--- config.mk ---
export PLATFORM = sky130hd
export DESIGN_NAME = html_tokenizer
export DESIGN_NICKNAME = d
export VERILOG_FILES = /design/src/rtl/html_tokenizer.sv
export SDC_FILE = /design/constraint.sdc
export NUM_CORES = 1
export LEC_CHECK = 0
export ABC_AREA = 1
export CELL_PAD_IN_SITES_DETAIL_PLACEMENT = 1
export CELL_PAD_IN_SITES_GLOBAL_PLACEMENT = 1
export CORE_ASPECT_RATIO = 1.75
export CORE_MARGIN = 10
export CORE_UTILIZATION = 33
export CTS_BUF_LIST = sky130_fd_sc_hd__clkbuf_8
export DETAILED_ROUTE_END_ITERATION = 10
export PLACE_DENSITY = 0.62
export SYNTH_ARGS = -nofsm -noshare
export SYNTH_HDL_FRONTEND = slang
export SYNTH_SLANG_ARGS = --single-unit
--- constraint.sdc ---
create_clock -name clock -period 5.6 [get_ports clock]
set_clock_uncertainty 0.1 [all_clocks]
set_input_delay 1.12 -clock clock [delete_from_list [all_inputs] [get_ports clock]]
set_output_delay 1.12 -clock clock [all_outputs]
set_load 0.1 [all_outputs]
--- src/rtl/html_tokenizer.sv ---
// html_tokenizer: turns a raw page character stream into TEXT / OPEN / CLOSE / END
// tokens. Whitespace runs collapse to one space, tag names are lower-cased and
// truncated to MAX_TAG characters, attributes and <!...> constructs are skipped.
module html_tokenizer #(
    parameter int MAX_TAG = 8
) (
    input  logic                   clock,
    input  logic                   state_enable,
    input  logic [7:0]             char,
    input  logic                   char_valid,
    output logic                   char_ready,
    input  logic                   in_done,
    output logic                   tok_valid,
    input  logic                   tok_ready,
    output logic [1:0]             tok_type,
    output logic [7:0]             tok_char,
    output logic [8*MAX_TAG-1:0]   tag_name,
    output logic [3:0]             tag_len,
    output logic                   tag_trunc,
    output logic                   tag_self
);

    localparam logic [3:0] MAX_LEN = 4'(MAX_TAG);

    localparam logic [1:0] T_TEXT  = 2'd0;
    localparam logic [1:0] T_OPEN  = 2'd1;
    localparam logic [1:0] T_CLOSE = 2'd2;
    localparam logic [1:0] T_END   = 2'd3;

    localparam logic [7:0] C_LT    = 8'h3C;
    localparam logic [7:0] C_GT    = 8'h3E;
    localparam logic [7:0] C_SLASH = 8'h2F;
    localparam logic [7:0] C_BANG  = 8'h21;
    localparam logic [7:0] C_SPACE = 8'h20;

    typedef enum logic [2:0] {
        S_TEXT,
        S_LT,
        S_NAME,
        S_ATTR,
        S_SKIP,
        S_FLUSH,
        S_DONE
    } state_t;

    state_t               state_reg, state_next;
    logic                 ws_seen_reg, ws_seen_next;
    logic                 close_reg, close_next;
    logic                 slash_reg, slash_next;
    logic [8*MAX_TAG-1:0] name_buf_reg, name_buf_next;
    logic [3:0]           name_len_reg, name_len_next;
    logic                 trunc_reg, trunc_next;
    // A character seen in LT that does not start a tag is parked here and
    // re-processed as ordinary text once the '<' token has gone out.
    logic                 hold_valid_reg, hold_valid_next;
    logic [7:0]           hold_char_reg, hold_char_next;

    logic                 tok_valid_reg, tok_valid_next;
    logic [1:0]           tok_type_reg, tok_type_next;
    logic [7:0]           tok_char_reg, tok_char_next;
    logic [8*MAX_TAG-1:0] tag_name_reg, tag_name_next;
    logic [3:0]           tag_len_reg, tag_len_next;
    logic                 tag_trunc_reg, tag_trunc_next;
    logic                 tag_self_reg, tag_self_next;

    logic                 active;
    logic                 accept;
    logic                 use_hold;
    logic                 cur_valid;
    logic [7:0]           cur;
    logic                 cur_null;
    logic                 cur_ws;
    logic                 cur_upper;
    logic                 cur_letter;
    logic                 cur_namech;
    logic [7:0]           cur_lc;
    logic [MAX_TAG-1:0]   byte_sel;

    logic                 do_text;
    logic [7:0]           text_char;
    logic                 do_tag;
    logic                 do_end;
    logic                 append;

    assign active     = (state_reg inside {S_TEXT, S_LT, S_NAME, S_ATTR, S_SKIP});
    assign char_ready = state_enable && !tok_valid_reg && !hold_valid_reg && active;
    assign accept     = char_valid && char_ready;
    assign use_hold   = hold_valid_reg && !tok_valid_reg && (state_reg == S_TEXT);
    assign cur_valid  = accept || use_hold;
    assign cur        = use_hold ? hold_char_reg : char;

    assign cur_null   = (cur == 8'h00) || (cur == 8'hFF);
    assign cur_ws     = (cur == 8'h20) || (cur == 8'h09) || (cur == 8'h0A) || (cur == 8'h0D);
    assign cur_upper  = (cur >= 8'h41) && (cur <= 8'h5A);
    assign cur_letter = cur_upper || ((cur >= 8'h61) && (cur <= 8'h7A));
    assign cur_namech = cur_letter || ((cur >= 8'h30) && (cur <= 8'h39)) || (cur == 8'h2D);
    assign cur_lc     = cur_upper ? (cur + 8'h20) : cur;

    // One-hot select of the name byte that the next appended character lands in.
    genvar gi;
    generate
        for (gi = 0; gi < MAX_TAG; gi++) begin : g_sel
            assign byte_sel[gi] = (name_len_reg == 4'(gi));
        end
    endgenerate

    // Next-state, tag assembly and token generation.
    always_comb begin
        state_next      = state_reg;
        ws_seen_next    = ws_seen_reg;
        close_next      = close_reg;
        slash_next      = slash_reg;
        name_buf_next   = name_buf_reg;
        name_len_next   = name_len_reg;
        trunc_next      = trunc_reg;
        hold_valid_next = hold_valid_reg;
        hold_char_next  = hold_char_reg;

        tok_valid_next  = tok_valid_reg && !tok_ready;
        tok_type_next   = tok_type_reg;
        tok_char_next   = tok_char_reg;
        tag_name_next   = tag_name_reg;
        tag_len_next    = tag_len_reg;
        tag_trunc_next  = tag_trunc_reg;
        tag_self_next   = tag_self_reg;

        do_text   = 1'b0;
        text_char = 8'h00;
        do_tag    = 1'b0;
        do_end    = 1'b0;
        append    = 1'b0;

        if (use_hold) begin
            hold_valid_next = 1'b0;
        end

        if (cur_valid && !cur_null) begin
            case (state_reg)
                S_TEXT: begin
                    if (cur == C_LT) begin
                        state_next    = S_LT;
                        close_next    = 1'b0;
                        slash_next    = 1'b0;
                        name_buf_next = '0;
                        name_len_next = 4'd0;
                        trunc_next    = 1'b0;
                    end else if (cur_ws) begin
                        if (!ws_seen_reg) begin
                            do_text      = 1'b1;
                            text_char    = C_SPACE;
                            ws_seen_next = 1'b1;
                        end
                    end else begin
                        do_text      = 1'b1;
                        text_char    = cur;
                        ws_seen_next = 1'b0;
                    end
                end
                S_LT: begin
                    if (cur == C_SLASH) begin
                        state_next = S_NAME;
                        close_next = 1'b1;
                    end else if (cur_letter) begin
                        state_next = S_NAME;
                        append     = 1'b1;
                    end else if (cur == C_BANG) begin
                        state_next = S_SKIP;
                    end else begin
                        do_text         = 1'b1;
                        text_char       = C_LT;
                        ws_seen_next    = 1'b0;
                        state_next      = S_TEXT;
                        hold_valid_next = 1'b1;
                        hold_char_next  = cur;
                    end
                end
                S_NAME: begin
                    if (cur_namech) begin
                        if (name_len_reg < MAX_LEN) begin
                            append = 1'b1;
                        end else begin
                            trunc_next = 1'b1;
                        end
                    end else if (cur_ws) begin
                        state_next = S_ATTR;
                    end else if (cur == C_GT) begin
                        do_tag     = 1'b1;
                        state_next = S_TEXT;
                    end else if (cur == C_SLASH) begin
                        state_next = S_ATTR;
                        slash_next = 1'b1;
                    end
                end
                S_ATTR: begin
                    if (cur == C_SLASH) begin
                        slash_next = 1'b1;
                    end else if (cur == C_GT) begin
                        do_tag     = 1'b1;
                        state_next = S_TEXT;
                    end else begin
                        slash_next = 1'b0;
                    end
                end
                S_SKIP: begin
                    if (cur == C_GT) begin
                        state_next = S_TEXT;
                    end
                end
                default: ;
            endcase
        end

        // End of input: any partially parsed tag is simply abandoned.
        if (active && in_done && !accept && !hold_valid_reg) begin
            state_next = S_FLUSH;
        end

        // END waits until the previous token has been taken.
        if ((state_reg == S_FLUSH) && (!tok_valid_reg || tok_ready)) begin
            do_end     = 1'b1;
            state_next = S_DONE;
        end

        if (append) begin
            for (int i = 0; i < MAX_TAG; i++) begin
                if (byte_sel[i]) begin
                    name_buf_next[i*8 +: 8] = cur_lc;
                end
            end
            name_len_next = name_len_reg + 4'd1;
        end

        if (do_text) begin
            tok_valid_next = 1'b1;
            tok_type_next  = T_TEXT;
            tok_char_next  = text_char;
            tag_name_next  = '0;
            tag_len_next   = 4'd0;
            tag_trunc_next = 1'b0;
            tag_self_next  = 1'b0;
        end

        // "</>" style closes with no name produce nothing.
        if (do_tag && !(close_reg && (name_len_reg == 4'd0))) begin
            tok_valid_next = 1'b1;
            tok_type_next  = close_reg ? T_CLOSE : T_OPEN;
            tok_char_next  = 8'h00;
            tag_name_next  = name_buf_reg;
            tag_len_next   = name_len_reg;
            tag_trunc_next = trunc_reg;
            tag_self_next  = slash_reg && !close_reg;
            ws_seen_next   = 1'b0;
        end

        if (do_end) begin
            tok_valid_next = 1'b1;
            tok_type_next  = T_END;
            tok_char_next  = 8'h00;
            tag_name_next  = '0;
            tag_len_next   = 4'd0;
            tag_trunc_next = 1'b0;
            tag_self_next  = 1'b0;
        end
    end

    // State and token registers; state_enable low clears everything at once.
    always_ff @(posedge clock or negedge state_enable) begin
        if (!state_enable) begin
            state_reg      <= S_TEXT;
            ws_seen_reg    <= 1'b0;
            close_reg      <= 1'b0;
            slash_reg      <= 1'b0;
            name_buf_reg   <= '0;
            name_len_reg   <= 4'd0;
            trunc_reg      <= 1'b0;
            hold_valid_reg <= 1'b0;
            hold_char_reg  <= 8'h00;
            tok_valid_reg  <= 1'b0;
            tok_type_reg   <= T_TEXT;
            tok_char_reg   <= 8'h00;
            tag_name_reg   <= '0;
            tag_len_reg    <= 4'd0;
            tag_trunc_reg  <= 1'b0;
            tag_self_reg   <= 1'b0;
        end else begin
            state_reg      <= state_next;
            ws_seen_reg    <= ws_seen_next;
            close_reg      <= close_next;
            slash_reg      <= slash_next;
            name_buf_reg   <= name_buf_next;
            name_len_reg   <= name_len_next;
            trunc_reg      <= trunc_next;
            hold_valid_reg <= hold_valid_next;
            hold_char_reg  <= hold_char_next;
            tok_valid_reg  <= tok_valid_next;
            tok_type_reg   <= tok_type_next;
            tok_char_reg   <= tok_char_next;
            tag_name_reg   <= tag_name_next;
            tag_len_reg    <= tag_len_next;
            tag_trunc_reg  <= tag_trunc_next;
            tag_self_reg   <= tag_self_next;
        end
    end

    assign tok_valid = tok_valid_reg;
    assign tok_type  = tok_type_reg;
    assign tok_char  = tok_char_reg;
    assign tag_name  = tag_name_reg;
    assign tag_len   = tag_len_reg;
    assign tag_trunc = tag_trunc_reg;
    assign tag_self  = tag_self_reg;

endmodule

==> flow_summary.ini <==
[cells_and_area]
num-fill-cells = 3453
fin_nets = 1330
final_core_util_pct = 39.17
multi_input_area_mm2 = 0.004209
final_layout_size_suffix_gt1_share_pct = 9.690
register_area_mm2 = 0.004129
fin_area_mm2 = 0.01074
diodes = 0
area_growth_pct = 16.48

[die]
fp.dieW_um = 146.4
initial_core_util_pct = 33.63
die_h_um = 241.2
io-pin-count = 95
rows = 80
die_area_mm2 = 0.03530
core_area_mm2 = 0.02743

[critical_path]
crit_family = simple AND/OR/NAND/NOR gates
worst-path-max-fanout = 44
r2r_slack_ps = 1860
r2r-end = tag_name[10]$_DFFE_PN0P_
cp.arrival_ps = 4030
path_cells = inv_2, nand3_4, nand2_1, nand2_2, inv_1, nand2_1, nor2_2, nand2_1, nand2_1, nor2_1, nand3_2, nand2_1, nand2_4, buf_12, nand4_1, nand2_1
crit_slowest_cell = dfrtp_1
cp_slowest_stage_delay_ps = 640
end_kind = register
critPathMostFrequentCell = nand2_1
crit_path_start_kind = register
critPathKind = reg -> reg
crit_buf_inv = 3
crit_required_ps = 5880
r2r_cells = 16
r2r_start = state_reg[2]$_DFFE_PN0P_

[global_route]
grt_max_degree = 85
grt_pass1_wl_mm = 48.69
grt_pass1_vias = 9077
grt_usage_pct = 17.27
grt-ovfl-total = 0
antenna_found_initial = 0

[synth]
yosys.cell_types.count = 35
ys_seq_elements = 165
synth_xor_area_share_pct = 0.09495
synth_area_per_cell_um2 = 7.326
muxShareOfSynthArea_pct = 0
synth_nets = 1277
synth_simple_gate_area_share_pct = 42.61
synth_fa_ha_area_share_pct = 0.6782
synth_top_family_by_area = simple AND/OR/NAND/NOR gates
syn_inst = 1259
synth_compound_area_share_pct = 2.035
yosysSeqAreaShare_pct = 44.76
yosysWarnings = 0
netlist_area_mm2 = 0.009224

[timing]
period_needed_ps = 3745
rsz0062_at_grt = false
slew-limit-headroom_pct = 30.80
fin_ws_ps = 1855
worst_pin_slew_ps = 1035
setup_viol = 0
tns_ps = 0
min_period_over_period_pct = 66.87
slew_violations = 0
max_freq_mhz = 267.1
hold_viol_final = 0

[clock_tree]
h-tree-depth = 4
worstSkewPairLatency_ps = 500
ctsResizeCount = 0
cts.clk_slew.worst_paths_ps = 80
hold_buffers = 0
numCtsBuffers = 17
tritoncts = built
clkSinkCount = 165
ctsLongestPathBuffers = 2
postCtsSetupRepairBufs = 0
root_buffer = clkbuf_8

[flow_run]
cap_violations = 0

[route]
postRouteAntennaNets = 0
finalWirelength_mm = 29.34
vias = 8252
dr.pass1.iters = 6
drc = 0
wl_per_cell_um = 17.36
vias_per_cell = 4.883
dr.first_iter.drc_count = 282

[hold_path]
min_to = tag_name[23]$_DFFE_PN0P_
hold_class = reg -> reg
min_from = name_buf_reg[23]$_DFF_PN0_
hold_depth = 2

[place]
place_ws_ps = 1352
portBuffers = 94
gp_congestion = 0.9635
place_area_mm2 = 0.01030
hpwl_mm = 20.35

[pwr]
ir_drop_uv = 291.4
powerDensity_mw_per_mm2 = 472.3
leakagePower_uw = 0.005655

[run_status]
outcome = finished clean
kinds of logic (layout without fill, tap and decap cells):
family | Yosys count | in the layout
compound gates | 33 | 33
buf+inv | 188 | 250
fa+ha+maj | 5 | 5
flops | 165 | 165
simple gates | 867 | 867
xor+xnor | 1 | 1
metal layers:
metal	vias to the layer above	track usage, %	routed length [um]
li1	4070	-	-
met3	30	3.507	810
met4	0	6.210	631
met2	110	32.71	16220
met1	4042	18.44	11680
met5	-	0	0
through the flow:
step           instances  total power, uW  hold slack (ps)
5_1_grt             1690             5521            404.7
4_1_cts             1690             5165            386.5
3_3_place_gp        1662             4076            357.4
6_report            1690             5075            381.8
3_5_place_dp        1662             4123            365.1
2_1_floorplan       1259             3519            349.6
tightest hold or removal path, cell delays in order (launching register included):
cell     delay, ps
dfrtp_1        350
nand2_1         50
nand2_1         50
synth_stat cells:
cell / instances / area, um^2
xnor2_1: 1 / 8.760
o21ai_2: 1 / 8.760
nand3_1: 90 / 450.4
buf_4: 14 / 105.1
nor3_2: 1 / 10.01
nand2_4: 3 / 33.78
nor3_1: 6 / 30.03
inv_1: 104 / 390.4
o21ai_0: 10 / 50.05
o2111ai_1: 1 / 8.760
a21oi_2: 1 / 8.760
nand3_4: 1 / 17.52
o21bai_2: 1 / 11.26
dfrtp_1: 165 / 4129
nand3_2: 5 / 50.05
buf_12: 3 / 60.06
ha_1: 5 / 62.56
o21ai_1: 7 / 35.03
nand3b_1: 1 / 7.510
nand4_1: 96 / 600.6
nand2_2: 17 / 106.4
clkbuf_1: 13 / 48.80
o211ai_1: 1 / 7.510
or2_2: 1 / 6.260
nor2_1: 65 / 244.0
buf_6: 8 / 90.09
a21boi_0: 1 / 7.510
nor2_4: 18 / 202.7
a21oi_1: 10 / 50.05
inv_4: 1 / 6.260
buf_1: 7 / 26.28
nand2_1: 540 / 2027
inv_2: 9 / 33.78
nor2_2: 23 / 143.9
buf_2: 29 / 145.1
cells in the final DEF (no fill, tap or decap), types with 2 or more instances in the layout:
| master | count |
|---|---|
| inv_1 | 103 |
| clkinvlp_4 | 2 |
| inv_2 | 10 |
| nand3_4 | 2 |
| buf_4 | 13 |
| o21ai_0 | 10 |
| nor2_2 | 22 |
| buf_12 | 2 |
| nand2_1 | 540 |
| dfrtp_1 | 165 |
| ha_1 | 5 |
| clkbuf_8 | 17 |
| nor3_1 | 6 |
| bufinv_16 | 6 |
| nand4_1 | 96 |
| nor2_4 | 20 |
| a21oi_1 | 10 |
| clkdlybuf4s50_1 | 92 |
| o21ai_1 | 7 |
| clkinv_2 | 3 |
| nor2_1 | 64 |
| nand3_1 | 90 |
| nand2_2 | 17 |
| nand3_2 | 4 |
| nand2_4 | 3 |
power breakdown:
| group | internal (uW) | leakage, uW | switching [uW] | total, uW |
|---|---|---|---|---|
| clock network | 562 | 0.000219 | 450 | 1010 |
| logic | 654 | 0.00331 | 1680 | 2330 |
| registers | 1500 | 0.00213 | 225 | 1730 |
| total | 2720 | 0.00565 | 2350 | 5070 |
worst max-delay path by stage:
stage,endpoint,cells past startpoint,startpoint,slack (ps)
6_report,tag_name[10]$_DFFE_PN0P_,16,state_reg[2]$_DFFE_PN0P_,1860
3_5_place_dp,ws_seen_reg$_DFFE_PN0P_,14,char[1],1350
5_1_grt,ws_seen_reg$_DFFE_PN0P_,15,state_reg[2]$_DFFE_PN0P_,1470
4_1_cts,name_buf_reg[47]$_DFF_PN0_,14,tok_valid$_DFF_PN0_,1800
3_3_place_gp,tag_name[17]$_DFFE_PN0P_,15,char[6],1420
2_1_floorplan,name_buf_reg[60]$_DFF_PN0_,15,state_enable,1450
layout make-up:
class | count | area share (%)
Multi-Input combinational cell | 906 | 39.18
Clock inverter | 11 | 1.956
Sequential cell | 165 | 38.43
Tap cell | 369 | 4.297
Timing Repair Buffer | 108 | 9.957
Inverter | 114 | 4.006
Clock buffer | 17 | 2.178
No activity file was read; power rests on OpenSTA's default activity.
